$ cat src/rtl/count_one_pipe.sv
// Two-stage pipelined population counter with valid/ready handshake on both sides.
// Stage 1 counts ones per ChunkWidth-bit chunk; stage 2 sums the chunks and keeps a
// per-packet running total delimited by last_i.
// Optional: define COUNT_ONE_ACC_SAT_EN to saturate the accumulator and flag overflow
// on acc_ovf_o; otherwise the accumulator wraps and acc_ovf_o is tied low.
module count_one_pipe #(
  parameter int unsigned InputWidth = 64,
  parameter int unsigned ChunkWidth = 8,
  parameter int unsigned AccWidth   = 16,
  localparam int unsigned CountWidth = $clog2(InputWidth + 1)
) (
  input  logic                  clk,
  input  logic                  rst_ni,
  input  logic                  in_valid_i,
  output logic                  in_ready_o,
  input  logic [InputWidth-1:0] bits_i,
  input  logic                  acc_en_i,
  input  logic                  last_i,
  output logic                  out_valid_o,
  input  logic                  out_ready_i,
  output logic [CountWidth-1:0] cnt_o,
  output logic [AccWidth-1:0]   acc_o,
  output logic                  last_o,
  output logic                  acc_ovf_o
);

  localparam int unsigned NumChunks     = (InputWidth + ChunkWidth - 1) / ChunkWidth;
  localparam int unsigned PadWidth      = NumChunks * ChunkWidth;
  localparam int unsigned ChunkCntWidth = $clog2(ChunkWidth + 1);

  // Pipeline handshake
  logic s1_valid_q, s2_valid_q;
  logic s1_adv, s2_adv, s2_load;

  assign s2_adv     = !s2_valid_q | out_ready_i;
  assign s1_adv     = !s1_valid_q | s2_adv;
  assign s2_load    = s2_adv & s1_valid_q;
  assign in_ready_o = s1_adv;

  // Stage 1 combinational chunk counts
  logic [PadWidth-1:0]                         bits_pad;
  logic [NumChunks-1:0][ChunkCntWidth-1:0]     chunk_cnt;
  logic [NumChunks-1:0][ChunkCntWidth-1:0]     s1_cnt_q;
  logic                                        s1_acc_en_q, s1_last_q;

  // Popcount of each chunk; the tail beyond InputWidth is zero-padded
  always_comb begin
    bits_pad  = PadWidth'(bits_i);
    chunk_cnt = '0;
    for (int c = 0; c < NumChunks; c++) begin
      for (int b = 0; b < ChunkWidth; b++) begin
        chunk_cnt[c] = chunk_cnt[c] + ChunkCntWidth'(bits_pad[c*ChunkWidth+b]);
      end
    end
  end

  // Stage 1 registers load whenever the stage can advance
  always_ff @(posedge clk or negedge rst_ni) begin
    if (!rst_ni) begin
      s1_valid_q  <= 1'b0;
      s1_cnt_q    <= '0;
      s1_acc_en_q <= 1'b0;
      s1_last_q   <= 1'b0;
    end else if (s1_adv) begin
      s1_valid_q <= in_valid_i;
      if (in_valid_i) begin
        s1_cnt_q    <= chunk_cnt;
        s1_acc_en_q <= acc_en_i;
        s1_last_q   <= last_i;
      end
    end
  end

  // Stage 2 combinational chunk sum; never exceeds InputWidth so CountWidth suffices
  logic [CountWidth-1:0] beat_sum;

  // Sum of the stage-1 chunk counts
  always_comb begin
    beat_sum = '0;
    for (int c = 0; c < NumChunks; c++) begin
      beat_sum = beat_sum + CountWidth'(s1_cnt_q[c]);
    end
  end

  // Accumulator next state
  logic [AccWidth-1:0] acc_q, acc_d, acc_base;
  logic                clear_pending_q, clear_pending_d;
  logic [CountWidth-1:0] cnt_q;
  logic                last_q;

`ifdef COUNT_ONE_ACC_SAT_EN
  logic              ovf_q, ovf_d;
  logic [AccWidth:0] acc_wide;

  // Saturating accumulate; overflow is sticky until the packet ends
  always_comb begin
    acc_base        = clear_pending_q ? '0 : acc_q;
    acc_wide        = {1'b0, acc_base} + (AccWidth + 1)'(beat_sum);
    acc_d           = AccWidth'(beat_sum);
    clear_pending_d = 1'b1;
    ovf_d           = 1'b0;
    if (s1_acc_en_q) begin
      acc_d           = acc_wide[AccWidth] ? '1 : acc_wide[AccWidth-1:0];
      clear_pending_d = s1_last_q;
      ovf_d           = (ovf_q & !clear_pending_q) | acc_wide[AccWidth];
    end
  end

  // Overflow flag register
  always_ff @(posedge clk or negedge rst_ni) begin
    if (!rst_ni) begin
      ovf_q <= 1'b0;
    end else if (s2_load) begin
      ovf_q <= ovf_d;
    end
  end

  assign acc_ovf_o = ovf_q;
`else
  // Wrapping accumulate
  always_comb begin
    acc_base        = clear_pending_q ? '0 : acc_q;
    acc_d           = AccWidth'(beat_sum);
    clear_pending_d = 1'b1;
    if (s1_acc_en_q) begin
      acc_d           = acc_base + AccWidth'(beat_sum);
      clear_pending_d = s1_last_q;
    end
  end

  assign acc_ovf_o = 1'b0;
`endif

  // Stage 2 registers; they hold while the consumer stalls
  always_ff @(posedge clk or negedge rst_ni) begin
    if (!rst_ni) begin
      s2_valid_q      <= 1'b0;
      cnt_q           <= '0;
      acc_q           <= '0;
      last_q          <= 1'b0;
      clear_pending_q <= 1'b1;
    end else begin
      if (s2_adv) begin
        s2_valid_q <= s1_valid_q;
      end
      if (s2_load) begin
        cnt_q           <= beat_sum;
        acc_q           <= acc_d;
        last_q          <= s1_last_q;
        clear_pending_q <= clear_pending_d;
      end
    end
  end

  assign out_valid_o = s2_valid_q;
  assign cnt_o       = cnt_q;
  assign acc_o       = acc_q;
  assign last_o      = last_q;

endmodule

$ cat config.mk
export PLATFORM = sky130hd
export DESIGN_NAME = count_one_pipe
export DESIGN_NICKNAME = d
export VERILOG_FILES = /design/src/rtl/count_one_pipe.sv
export SDC_FILE = /design/constraint.sdc
export NUM_CORES = 1
export LEC_CHECK = 0
export BUFFER_PORTS_ARGS = -buffer_cell sky130_fd_sc_hd__buf_2
export CAP_MARGIN = 20
export CORE_MARGIN = 1.5
export CORE_UTILIZATION = 60
export CTS_CLUSTER_SIZE = 24
export DETAILED_ROUTE_END_ITERATION = 16
export HOLD_SLACK_MARGIN = 0.02
export PLACE_DENSITY = 0.86
export SLEW_MARGIN = 40
export SYNTH_ARGS = -nofsm -noshare
export SYNTH_HDL_FRONTEND = slang
export SYNTH_SLANG_ARGS = --single-unit
$ cat constraint.sdc
create_clock -name clk -period 8.5 [get_ports clk]
set_input_delay 0.425 -clock clk [delete_from_list [all_inputs] [get_ports clk]]
set_output_delay 0.425 -clock clk [all_outputs]
set_load 0.02 [all_outputs]
==> out/results.tsv <==
stage	metric	value	unit
worst_setup_path	R2R Setup Slk	3.00	ns
clock_tree	number of buffers created by CTS	9	
timing	hold violation total from the final report	0	
clock_tree	CTS Root Buffer Type	sky130_fd_sc_hd__clkbuf_8	
logic_synthesis	Synth Register Bits	61	
die	Die Y-Extent	94.1	um
place	post-DP HPWL	7680	um
timing	normalized max-slew margin	58.0	%
clock_tree	clock transition time at the flip-flop clock pins of the worst setup and hold paths	0.07	ns
logic_synthesis	area share of the leading cell type in the synthesized netlist	30.2	%
logic_synthesis	fraction of synthesis flops using an asynchronous set or reset pin	100	%
place	number of port buffers	95	
logic_synthesis	Avg Synthesized Cell Area	9.54	um^2
die	# IOs	97	
drt	routed wire length	9620	um
timing	Slew @ Worst Pin	0.627	ns
drt	remaining antenna violation count after routing	0	
worst_setup_path	sort of element at the end of the critical path	register	
place	number of instances in the placed design	708	
cells_and_area	Finished Core Util	70.5	%
clock_tree	CTS HTree Levels	3	
timing	final clock skew	0.00789	ns
logic_synthesis	Synth Instances	522	
grt	antenna violations before repair	0	
drt	vias per inst	5.20	
cells_and_area	fill count	619	
drt	routed vias	3768	
status	result of the run	finished clean	
cells_and_area	number of antenna repair diodes	0	
grt	global-route usage over all layers	24.3	%
clock_tree	total setup buffers inserted after CTS	0	
grt	first-pass GRT wire length	16500	um
logic_synthesis	number of different library cells in the post-synthesis netlist	40	
cells_and_area	ratio of cells with drive above 1 in the final layout	21.2	%
logic_synthesis	top-count cell post-synth	sky130_fd_sc_hd__inv_1	
grt	total gr overflow	0	
worst_setup_path	data required time of the critical path	8.74	ns
worst_setup_path	Crit Path Class	register to register	
timing	Max Transition Viols Final	0	
timing	final sum of negative setup slack	0	ns
die	floorplan core area	8130	um^2
clock_tree	post-CTS resize count	0	
die	Starting Density	61.2	%
logic_synthesis	EDFF count, synth	0	
drt	Routed WL per cell	13.3	um
place	routability cong.	0.821	
logic_synthesis	combined area of all synthesized cells	4980	um^2
run	number of max-cap violations	0	
timing	period utilization	64.7	%
cells_and_area	filler-free cell count of the finished design	724	
drt	DRC Markers	0	
logic_synthesis	leading post-synthesis cells by cell area	sky130_fd_sc_hd__dfrtp_1, sky130_fd_sc_hd__fa_1, sky130_fd_sc_hd__inv_1	
clock_tree	TritonCTS clock tree	done	
clock_tree	clock network latency to the later pin of the worst-skew pair	0.35	ns
worst_setup_path	CP max FO	5	
timing	Min Clock Period, post-route	5.50	ns
die	die outline area	8850	um^2
grt	vias in the first global route	3865	
drt	number of violations reported at the end of detailed-routing iteration 0	158	
clock_tree	CTS hold repair buffers	0	
die	horizontal die dimension	94.1	um
clock_tree	deepest clock path buffer count	2	
die	number of standard-cell rows in the floorplan	33	
worst_setup_path	critical path data arrival time	5.74	ns
cells_and_area	Net count, final	778	
logic_synthesis	Warnings, synthesis	0	
logic_synthesis	cell types with the highest counts after synthesis	sky130_fd_sc_hd__inv_1, sky130_fd_sc_hd__dfrtp_1, sky130_fd_sc_hd__nand2_1	
drt	DRT Pass-1 Iters	4	
grt	maximum number of pins on one net before global-route repair	62	
timing	final-report setup violation count	0	
logic_synthesis	Mapped Nets	686	
clock_tree	number of sinks on the clock net	61	
cells_and_area	area delta synth->final	15.2	%
worst_setup_path	crit start category	register	
logic_synthesis	flip-flop cell with the highest count after synthesis	sky130_fd_sc_hd__dfrtp_1	
timing	max frequency	0.182	GHz
logic_synthesis	share of the yosys chip area belonging to registers	30.7	%
logic_synthesis	cell type with the largest total area after synthesis	sky130_fd_sc_hd__dfrtp_1	
timing	RSZ-0062 raised after global routing	no	
min_path	Hold WC Path Type	input port to async pin	
-- per-stage QoR --
step	hold slack [ns]	setup slack, ns	instance area, um^2
after CTS	0.254	3.00	5730
after global routing	0.162	2.74	5740
after detailed placement	0.459	3.03	5540
after floorplan	0.129	3.29	4980
final	0.125	3.00	5740
after global placement	0.455	3.17	5530
-- cell type report --
type                    instances  area [um^2]  share of cell area (%)
flip-flops and latches         61         1530                    26.6
repair buffers                 96          487                    8.49
multi-input cells             314         2900                    50.6
inverters                     132          495                    8.64
clock inverters                 7         66.3                    1.16
well taps                     105          131                    2.29
clock buffers                   9          124                    2.16
-- path summary, 6_finish.rpt --
| check | from | endpoint | depth (start not counted) |
|---|---|---|---|
| hold / removal | rst_ni | acc_o[1] | 2 |
| min in group clk | in_valid_i | s1_valid_q | 2 |
| setup / recovery | s1_cnt_q[3] | acc_o[8] | 20 |
| max in group asynchronous | rst_ni | s1_cnt_q[18] | 2 |
| hold reg to reg | cnt_o[2] | cnt_o[2] | 2 |
| setup reg to reg | s1_cnt_q[3] | acc_o[8] | 20 |
-- critical path, stage by stage, from the launching register on --
cell and delay (ns):
sky130_fd_sc_hd__dfrtp_1 0.36, sky130_fd_sc_hd__inv_1 0.07, sky130_fd_sc_hd__fa_1 0.52, sky130_fd_sc_hd__inv_1 0.05, sky130_fd_sc_hd__fa_1 0.50, sky130_fd_sc_hd__fa_1 0.54
sky130_fd_sc_hd__inv_1 0.05, sky130_fd_sc_hd__fa_1 0.59, sky130_fd_sc_hd__inv_1 0.06, sky130_fd_sc_hd__ha_1 0.30, sky130_fd_sc_hd__a21o_1 0.16, sky130_fd_sc_hd__a21oi_1 0.17
sky130_fd_sc_hd__xor2_1 0.24, sky130_fd_sc_hd__inv_1 0.08, sky130_fd_sc_hd__ha_1 0.37, sky130_fd_sc_hd__and3_1 0.19, sky130_fd_sc_hd__a221o_1 0.36, sky130_fd_sc_hd__a21oi_2 0.20
sky130_fd_sc_hd__nor2b_1 0.07, sky130_fd_sc_hd__mux2_1 0.30, sky130_fd_sc_hd__a22o_1 0.19
-- sequential cells by signal, summed over array words and instances (netlist names) --
name             count
acc_o               16
clear_pending_q      1
s1_valid_q           1
s1_last_q            1
out_valid_o          1
s1_cnt_q            32
s1_acc_en_q          1
cnt_o                7
last_o               1
-- cell families after synthesis --
family	share of synthesized area, %
flops	30.7
buf+inv	11.2
other cells	0.0753
simple gates	10.4
compound gates	8.97
fa+ha+maj	32.1
xor+xnor	2.64
mux	4.00
-- metal layers --
layer	global-route usage [%]	wire length (um)
met4	9.58	278
met3	5.42	456
met5	0	0
met1	27.8	3630
met2	43.7	5260
-- cells in the final DEF, fill, tap and decap left out, types with 2 or more instances in the layout --
master                     count
sky130_fd_sc_hd__a31oi_1       2
sky130_fd_sc_hd__nor3_1        3
sky130_fd_sc_hd__nor2_1       11
sky130_fd_sc_hd__xnor2_1       4
sky130_fd_sc_hd__a21o_1       13
sky130_fd_sc_hd__fa_1         56
sky130_fd_sc_hd__mux2_2       14
sky130_fd_sc_hd__o211ai_1      3
sky130_fd_sc_hd__xor2_1       11
sky130_fd_sc_hd__and3_1        4
sky130_fd_sc_hd__ha_1         38
sky130_fd_sc_hd__clkbuf_8      9
sky130_fd_sc_hd__or4_1         5
sky130_fd_sc_hd__inv_1       132
sky130_fd_sc_hd__nand3_1       6
sky130_fd_sc_hd__nand2b_1      5
sky130_fd_sc_hd__dfrtp_1      60
sky130_fd_sc_hd__buf_2        95
sky130_fd_sc_hd__nor2b_1      11
sky130_fd_sc_hd__o21ai_0      36
sky130_fd_sc_hd__a22o_1        2
sky130_fd_sc_hd__clkinv_2      4
sky130_fd_sc_hd__a21oi_1      14
sky130_fd_sc_hd__mux2i_1       3
sky130_fd_sc_hd__nand2_1      58
Power is not shown: default switching activity piles up to over one toggle a cycle in this logic, so the estimate is an artifact.
